### config.mk
export PLATFORM = sky130hd
export DESIGN_NAME = board_gpio_ctl
export DESIGN_NICKNAME = d
export VERILOG_FILES = /design/src/rtl/gpio_pkg.sv /design/src/rtl/gpi_debounce.sv /design/src/rtl/board_gpio_ctl.sv
export SDC_FILE = /design/constraint.sdc
export NUM_CORES = 1
export LEC_CHECK = 0
export CAP_MARGIN = 25
export CORE_MARGIN = 2
export CORE_UTILIZATION = 30
export CTS_BUF_LIST = sky130_fd_sc_hd__clkbuf_8 sky130_fd_sc_hd__clkbuf_16
export DETAILED_ROUTE_END_ITERATION = 8
export PLACE_DENSITY = 0.48
export SYNTH_ARGS = -nofsm -noshare
export SYNTH_HDL_FRONTEND = slang
export SYNTH_HIERARCHICAL = 1
export SYNTH_SLANG_ARGS = --single-unit
### constraint.sdc
create_clock -name sys0_clk -period 2.05 [get_ports sys0_clk]
set_input_delay 0.41 -clock sys0_clk [delete_from_list [all_inputs] [get_ports sys0_clk]]
set_output_delay 0.41 -clock sys0_clk [all_outputs]
set_load 0.005 [all_outputs]
### src/rtl/gpio_pkg.sv
// gpio_pkg: shared LED mode encodings and width helper for the board GPIO block
package gpio_pkg;

    localparam logic [1:0] LED_OFF   = 2'b00;
    localparam logic [1:0] LED_ON    = 2'b01;
    localparam logic [1:0] LED_BLINK = 2'b10;
    localparam logic [1:0] LED_PWM   = 2'b11;

    function automatic int clog2(input int v);
        int r;
        r = 0;
        while ((1 << r) < v) r++;
        return r;
    endfunction

endpackage

### src/rtl/gpi_debounce.sv
// gpi_debounce: one input channel with synchroniser, debounce counter, edge pulses and sticky event
module gpi_debounce
    import gpio_pkg::*;
#(
    parameter int DEBOUNCE_CYC = 2000000
) (
    input  logic sys0_clk,
    input  logic sys0_rst,
    input  logic gpi_raw,
    input  logic evt_clr,
    output logic gpi_stable,
    output logic gpi_rise,
    output logic gpi_fall,
    output logic evt_pending
);

    localparam int CW = clog2(DEBOUNCE_CYC + 1);
    localparam logic [CW-1:0] LAST = CW'(DEBOUNCE_CYC - 1);

    logic [1:0]    sync_q;
    logic [CW-1:0] cnt;

    // Synchronise, accept a new level once it has held for DEBOUNCE_CYC cycles, pulse on the change
    always_ff @(posedge sys0_clk) begin
        if (sys0_rst) begin
            sync_q      <= '0;
            cnt         <= '0;
            gpi_stable  <= 1'b0;
            gpi_rise    <= 1'b0;
            gpi_fall    <= 1'b0;
            evt_pending <= 1'b0;
        end else begin
            sync_q      <= {sync_q[0], gpi_raw};
            gpi_rise    <= 1'b0;
            gpi_fall    <= 1'b0;
            evt_pending <= (evt_pending & ~evt_clr) | gpi_rise | gpi_fall;
            if (sync_q[1] == gpi_stable) begin
                cnt <= '0;
            end else if (cnt == LAST) begin
                cnt        <= '0;
                gpi_stable <= sync_q[1];
                gpi_rise   <= sync_q[1];
                gpi_fall   <= ~sync_q[1];
            end else begin
                cnt <= cnt + 1'b1;
            end
        end
    end

endmodule

### src/rtl/board_gpio_ctl.sv
// board_gpio_ctl: debounced board inputs with edge events plus off/on/blink/PWM LED drivers
module board_gpio_ctl
    import gpio_pkg::*;
#(
    parameter int N_IN           = 4,
    parameter int N_LED          = 8,
    parameter int DEBOUNCE_CYC   = 2000000,
    parameter int PWM_BITS       = 8,
    parameter int BLINK_DIV_BITS = 24
) (
    input  logic                      sys0_clk,
    input  logic                      sys0_rst,
    input  logic [N_IN-1:0]           gpi_raw,
    output logic [N_IN-1:0]           gpi_stable,
    output logic [N_IN-1:0]           gpi_rise,
    output logic [N_IN-1:0]           gpi_fall,
    output logic [N_IN-1:0]           evt_pending,
    input  logic [N_IN-1:0]           evt_clr,
    input  logic [2*N_LED-1:0]        led_mode,
    input  logic [PWM_BITS*N_LED-1:0] led_duty,
    output logic [N_LED-1:0]          led
);

    logic [PWM_BITS-1:0]       pwm_cnt;
    logic [BLINK_DIV_BITS-1:0] blink_div;
    logic [N_LED-1:0]          led_nxt;

    for (genvar i = 0; i < N_IN; i++) begin : g_in
        gpi_debounce #(.DEBOUNCE_CYC(DEBOUNCE_CYC)) u_db (
            .sys0_clk   (sys0_clk),
            .sys0_rst   (sys0_rst),
            .gpi_raw    (gpi_raw[i]),
            .evt_clr    (evt_clr[i]),
            .gpi_stable (gpi_stable[i]),
            .gpi_rise   (gpi_rise[i]),
            .gpi_fall   (gpi_fall[i]),
            .evt_pending(evt_pending[i])
        );
    end

    // Per-LED drive selected by mode from the shared PWM counter and blink phase
    always_comb begin
        led_nxt = '0;
        for (int i = 0; i < N_LED; i++) begin
            led_nxt[i] = led_mode[2*i +: 2] == LED_ON    ? 1'b1 :
                         led_mode[2*i +: 2] == LED_BLINK ? blink_div[BLINK_DIV_BITS-1] :
                         led_mode[2*i +: 2] == LED_PWM   ? (pwm_cnt < led_duty[PWM_BITS*i +: PWM_BITS]) :
                                                           1'b0;
        end
    end

    // Free-running shared counters keep all LEDs phase-aligned; LED outputs are registered
    always_ff @(posedge sys0_clk) begin
        if (sys0_rst) begin
            pwm_cnt   <= '0;
            blink_div <= '0;
            led       <= '0;
        end else begin
            pwm_cnt   <= pwm_cnt + 1'b1;
            blink_div <= blink_div + 1'b1;
            led       <= led_nxt;
        end
    end

endmodule

==> tab_implementation.tex <==
\begin{tabular}{lr}
\hline
Metric & Value \\
\hline
\multicolumn{2}{l}{\textbf{STA}} \\
\quad Setup Skew & 0.0125 ns \\
\quad Hold violation total from the final report & 0 \\
\quad Highest clock rate & 521 MHz \\
\quad Worst-Margin Slew & 0.623 ns \\
\quad Sum Neg Setup Slack & 0 ns \\
\quad Setup violation total in the final timing report & 0 \\
\quad Final number of max-transition violations & 0 \\
\quad RSZ-0062 raised after global routing & no \\
\quad Clock period minus worst slack & 1.92 ns \\
\quad Slew Limit Headroom & 58.4\% \\
\quad Period utilization & 93.7\% \\
\multicolumn{2}{l}{\textbf{GRT}} \\
\quad Global route overflow & 0 \\
\quad Via count of the first global-routing pass & 6629 \\
\quad Global-route wire length before repair & 31400 µm \\
\quad Met3 GRT Util & 3.39\% \\
\quad Met2 Use GR & 22.1\% \\
\quad Met1 demand-to-capacity share in global routing & 17.9\% \\
\quad All-layer global routing usage & 13.7\% \\
\quad Largest net degree at the start of global routing & 25 \\
\quad Busiest layer in global routing & met2 \\
\quad Antenna violations before repair & 0 \\
\multicolumn{2}{l}{\textbf{Worst setup path}} \\
\quad Setup CP Type & flop to flop \\
\quad Crit path from & g\_in[2].u\_db/cnt[1] \\
\quad Critical path endpoint category & flop \\
\quad Endpoint of the worst register-to-register path & g\_in[2].u\_db/cnt[18] \\
\quad Worst Path Required & 2.41 ns \\
\quad Nature of the critical path startpoint & flop \\
\quad Worst reg2reg path startpoint & g\_in[2].u\_db/cnt[1] \\
\quad CP Max Fanout & 8 \\
\quad Cells on worst reg2reg path & 5 \\
\quad Critical Path AT & 2.28 ns \\
\quad Reg2reg setup slack & 0.13 ns \\
\multicolumn{2}{l}{\textbf{Detailed routing}} \\
\quad Vias/cell & 4.74 \\
\quad Remaining routing DRC violations & 0 \\
\quad First drt pass iteration count & 4 \\
\quad Total number of vias & 6783 \\
\quad Aggregate routed wire length & 18300 µm \\
\quad First DRT Iteration DRCs & 258 \\
\quad Final routed wire length divided by cell count & 12.8 µm \\
\quad Antenna viol nets, final & 0 \\
\multicolumn{2}{l}{\textbf{Clock tree}} \\
\quad Number of buffers created by CTS & 17 \\
\quad Clock-pin slew reported for the worst setup and hold paths after clock tree synthesis & 0.06 ns \\
\quad Clock tree from TritonCTS & built \\
\quad Maximum clock insertion buffer count & 2 \\
\quad TritonCTS Sinks & 148 \\
\quad Number of H-tree levels & 4 \\
\quad Hold buffer count at CTS & 0 \\
\quad Clock latency reported for the late side of the worst-skew pair & 0.42 ns \\
\quad CTS Root Cell & sky130\_fd\_sc\_hd\_\_clkbuf\_16 \\
\multicolumn{2}{l}{\textbf{Status}} \\
\quad Result of the run & finished, final reports clean \\
\multicolumn{2}{l}{\textbf{Placed design}} \\
\quad RePlAce Congestion & 0.769 \\
\quad Number of port buffers & 113 \\
\quad Total half-perimeter wirelength after legalization and detailed placement & 13300 µm \\
\quad Total instance count after detailed placement & 1398 \\
\multicolumn{2}{l}{\textbf{Die}} \\
\quad Starting utilization of the core area & 30.3\% \\
\quad Top Ports & 114 \\
\quad Cell row count & 59 \\
\quad Core ar. & 25800 µm² \\
\quad Die height & 166 µm \\
\quad DIE WIDTH & 166 µm \\
\quad Total Die Area & 27400 µm² \\
\multicolumn{2}{l}{\textbf{Power and ir drop}} \\
\quad Leakage & 3.90 nW \\
\quad Power density relative to cell area & 626 nW/µm² \\
\quad Tot Pwr & 0.00641 W \\
\quad Maximum ir drop on the vdd rail & 523 µV \\
\multicolumn{2}{l}{\textbf{Logic synthesis}} \\
\quad Average cell area after synthesis & 8.48 µm² \\
\quad Post-synth ARST share & 0\% \\
\quad Dominant register cell in the synthesized netlist & sky130\_fd\_sc\_hd\_\_dfxtp\_1 \\
\quad Synth cell types & 46 \\
\quad Synthesized instance count & 924 \\
\quad Flip-flop and latch count after synthesis & 148 \\
\quad Post-synthesis net count & 1076 \\
\quad Cell Area, Synth & 7840 µm² \\
\quad Register area share after synthesis & 37.8\% \\
\quad Number of warnings issued by yosys & 6 \\
\quad Post-synth EDFFs & 0 \\
\multicolumn{2}{l}{\textbf{Cells and area}} \\
\quad Layout Cells excl Fill & 1430 \\
\quad Area overhead of the layout relative to synthesis & 30.6\% \\
\quad Fraction of layout instances using a drive strength above 1 & 10.1\% \\
\quad Total inserted antenna cells & 0 \\
\quad Final layout net count & 1234 \\
\multicolumn{2}{l}{\textbf{Min path}} \\
\quad Worst Hold Depth & 1 \\
\quad Startpoint of the worst hold path & g\_in[2].u\_db/sync\_q[0] \\
\quad Min-Delay Path Class & flop to flop \\
\quad Worst Hold End & g\_in[2].u\_db/sync\_q[1] \\
\multicolumn{2}{l}{\textbf{Job}} \\
\quad Max\_cap viols & 0 \\
\hline
\end{tabular}
-- timing repair --
| action | 4_1_cts | 5_1_grt |
|---|---|---|
| setup endpoints to repair | 0 | 7 |
| setup buffers | 0 | 0 |
| gates resized for setup | 0 | 7 |
-- per-stage QoR --
stage | setup WS [ns] | util, % | cell area (µm²) | hold WS [ns]
after floorplan | 0.121 | - | 7840 | 0.414
after global placement | 0.0158 | 37.3 | 9640 | 0.421
after detailed placement | 0.0560 | 37.3 | 9640 | 0.428
after CTS | 0.0228 | 39.5 | 10200 | 0.449
after global routing | 0.0221 | 39.6 | 10200 | 0.465
final | 0.130 | 39.6 | 10200 | 0.441
-- routing by layer --
layer | routed length [µm] | vias up
met1 | 9080 | 3061
met2 | 8090 | 121
met4 | 281 | 0
met5 | 0 | -
met3 | 836 | 17
li1 | - | 3584
-- where the power goes --
part / total [W] / internal, W / switching, W / leakage [nW]
combinational: 0.000474 / 0.000278 / 0.000196 / 2.42
clock: 0.00301 / 0.00176 / 0.00125 / 0.281
sequential: 0.00292 / 0.00291 / 0.0000186 / 1.20
total: 0.00641 / 0.00495 / 0.00146 / 3.90
-- area by class of cell --
type,count,area (µm²)
Inverter,86,323
Tap cell,335,419
Multi-Input combinational cell,669,4480
Clock inverter,12,105
Timing Repair Buffer,160,1480
Clock buffer,20,467
Sequential cell,148,2960
Fill cell,2656,15600
-- cell families after synthesis --
logic type / synth area share (%)
and+or+nand+nor: 28.3
DFF: 37.8
AOI/OAI and AO/OA: 10.2
buffers and inverters: 5.32
adders and majority gates: 9.90
xor gates and xnor gates: 6.71
muxes: 1.85
-- worst max-delay path by stage --
stage	to	slack, ns	cells past startpoint
finish	g_in[2].u_db/cnt[18]	0.13	5
floorplan	g_in[0].u_db/cnt[18]	0.12	6
global route	g_in[2].u_db/cnt[18]	0.02	5
CTS	g_in[3].u_db/cnt[18]	0.02	5
detailed placement	led[4]	0.06	6
global placement	led[3]	0.02	6
-- registers in the layout, summed over array words and instances, names as in the netlist --
signal / count
blink_div: 24
g_in.u_db/gpi_stable: 4
g_in.u_db/gpi_rise: 4
pwm_cnt: 8
g_in.u_db/cnt: 84
g_in.u_db/evt_pending: 4
g_in.u_db/gpi_fall: 4
g_in.u_db/sync_q: 8
led: 8
-- critical path: stages (launching register included) --
cell	delay (ns)
sky130_fd_sc_hd__dfxtp_1	0.35
sky130_fd_sc_hd__ha_1	0.22
sky130_fd_sc_hd__nand3_1	0.13
sky130_fd_sc_hd__or4_4	0.60
sky130_fd_sc_hd__or4_1	0.42
sky130_fd_sc_hd__a21oi_1	0.14
-- placed cells by master (no fill, tap or decap), types with 8 or more instances in the layout --
master / synthesis / layout
sky130_fd_sc_hd__nand4_1: 26 / 26
sky130_fd_sc_hd__nor2_1: 97 / 97
sky130_fd_sc_hd__or3_1: 25 / 25
sky130_fd_sc_hd__ha_1: 62 / 61
sky130_fd_sc_hd__a21oi_1: 47 / 47
sky130_fd_sc_hd__nand2b_1: 24 / 24
sky130_fd_sc_hd__clkbuf_16: 0 / 17
sky130_fd_sc_hd__a2111oi_0: 15 / 15
sky130_fd_sc_hd__nor4_1: 8 / 8
sky130_fd_sc_hd__or4_4: 4 / 8
sky130_fd_sc_hd__xor2_1: 24 / 24
sky130_fd_sc_hd__xnor2_1: 36 / 36
sky130_fd_sc_hd__o31ai_1: 12 / 12
sky130_fd_sc_hd__nand2_1: 62 / 62
sky130_fd_sc_hd__and3_1: 16 / 16
sky130_fd_sc_hd__inv_1: 86 / 88
sky130_fd_sc_hd__nand3_1: 39 / 39
sky130_fd_sc_hd__clkdlybuf4s50_1: 0 / 112
sky130_fd_sc_hd__or4_1: 19 / 15
sky130_fd_sc_hd__dfxtp_1: 148 / 147
sky130_fd_sc_hd__nor3_1: 28 / 28
sky130_fd_sc_hd__nor2b_1: 18 / 18
sky130_fd_sc_hd__nand4_2: 9 / 9
sky130_fd_sc_hd__buf_4: 0 / 47
sky130_fd_sc_hd__o21ai_0: 36 / 32
-- cell usage after synthesis, types with 7 or more instances --
cell type	n	share of area, %
sky130_fd_sc_hd__xnor2_1	36	4.0
sky130_fd_sc_hd__or3_1	25	2.0
sky130_fd_sc_hd__mux2i_1	7	0.89
sky130_fd_sc_hd__xor2_1	24	2.7
sky130_fd_sc_hd__dfxtp_1	148	38
sky130_fd_sc_hd__inv_1	86	4.1
sky130_fd_sc_hd__ha_1	62	9.9
sky130_fd_sc_hd__nand3_1	39	2.5
sky130_fd_sc_hd__and3_1	16	1.3
sky130_fd_sc_hd__nand4_1	26	2.1
sky130_fd_sc_hd__a2111oi_0	15	1.7
sky130_fd_sc_hd__or4_1	19	1.8
sky130_fd_sc_hd__nand2b_1	24	1.9
sky130_fd_sc_hd__nor4b_1	8	0.89
sky130_fd_sc_hd__nor3_1	28	1.8
sky130_fd_sc_hd__nor2b_1	18	1.4
sky130_fd_sc_hd__nor4_1	8	0.64
sky130_fd_sc_hd__nand4_2	9	1.4
sky130_fd_sc_hd__a21o_1	7	0.67
sky130_fd_sc_hd__o21ai_0	36	2.3
sky130_fd_sc_hd__nor2_1	97	4.6
sky130_fd_sc_hd__clkbuf_1	13	0.62
sky130_fd_sc_hd__a21oi_1	47	3.0
sky130_fd_sc_hd__nand2_1	62	3.0
sky130_fd_sc_hd__a31oi_1	7	0.56
sky130_fd_sc_hd__o31ai_1	12	1.1
No activity file was read; power rests on OpenSTA's default activity.
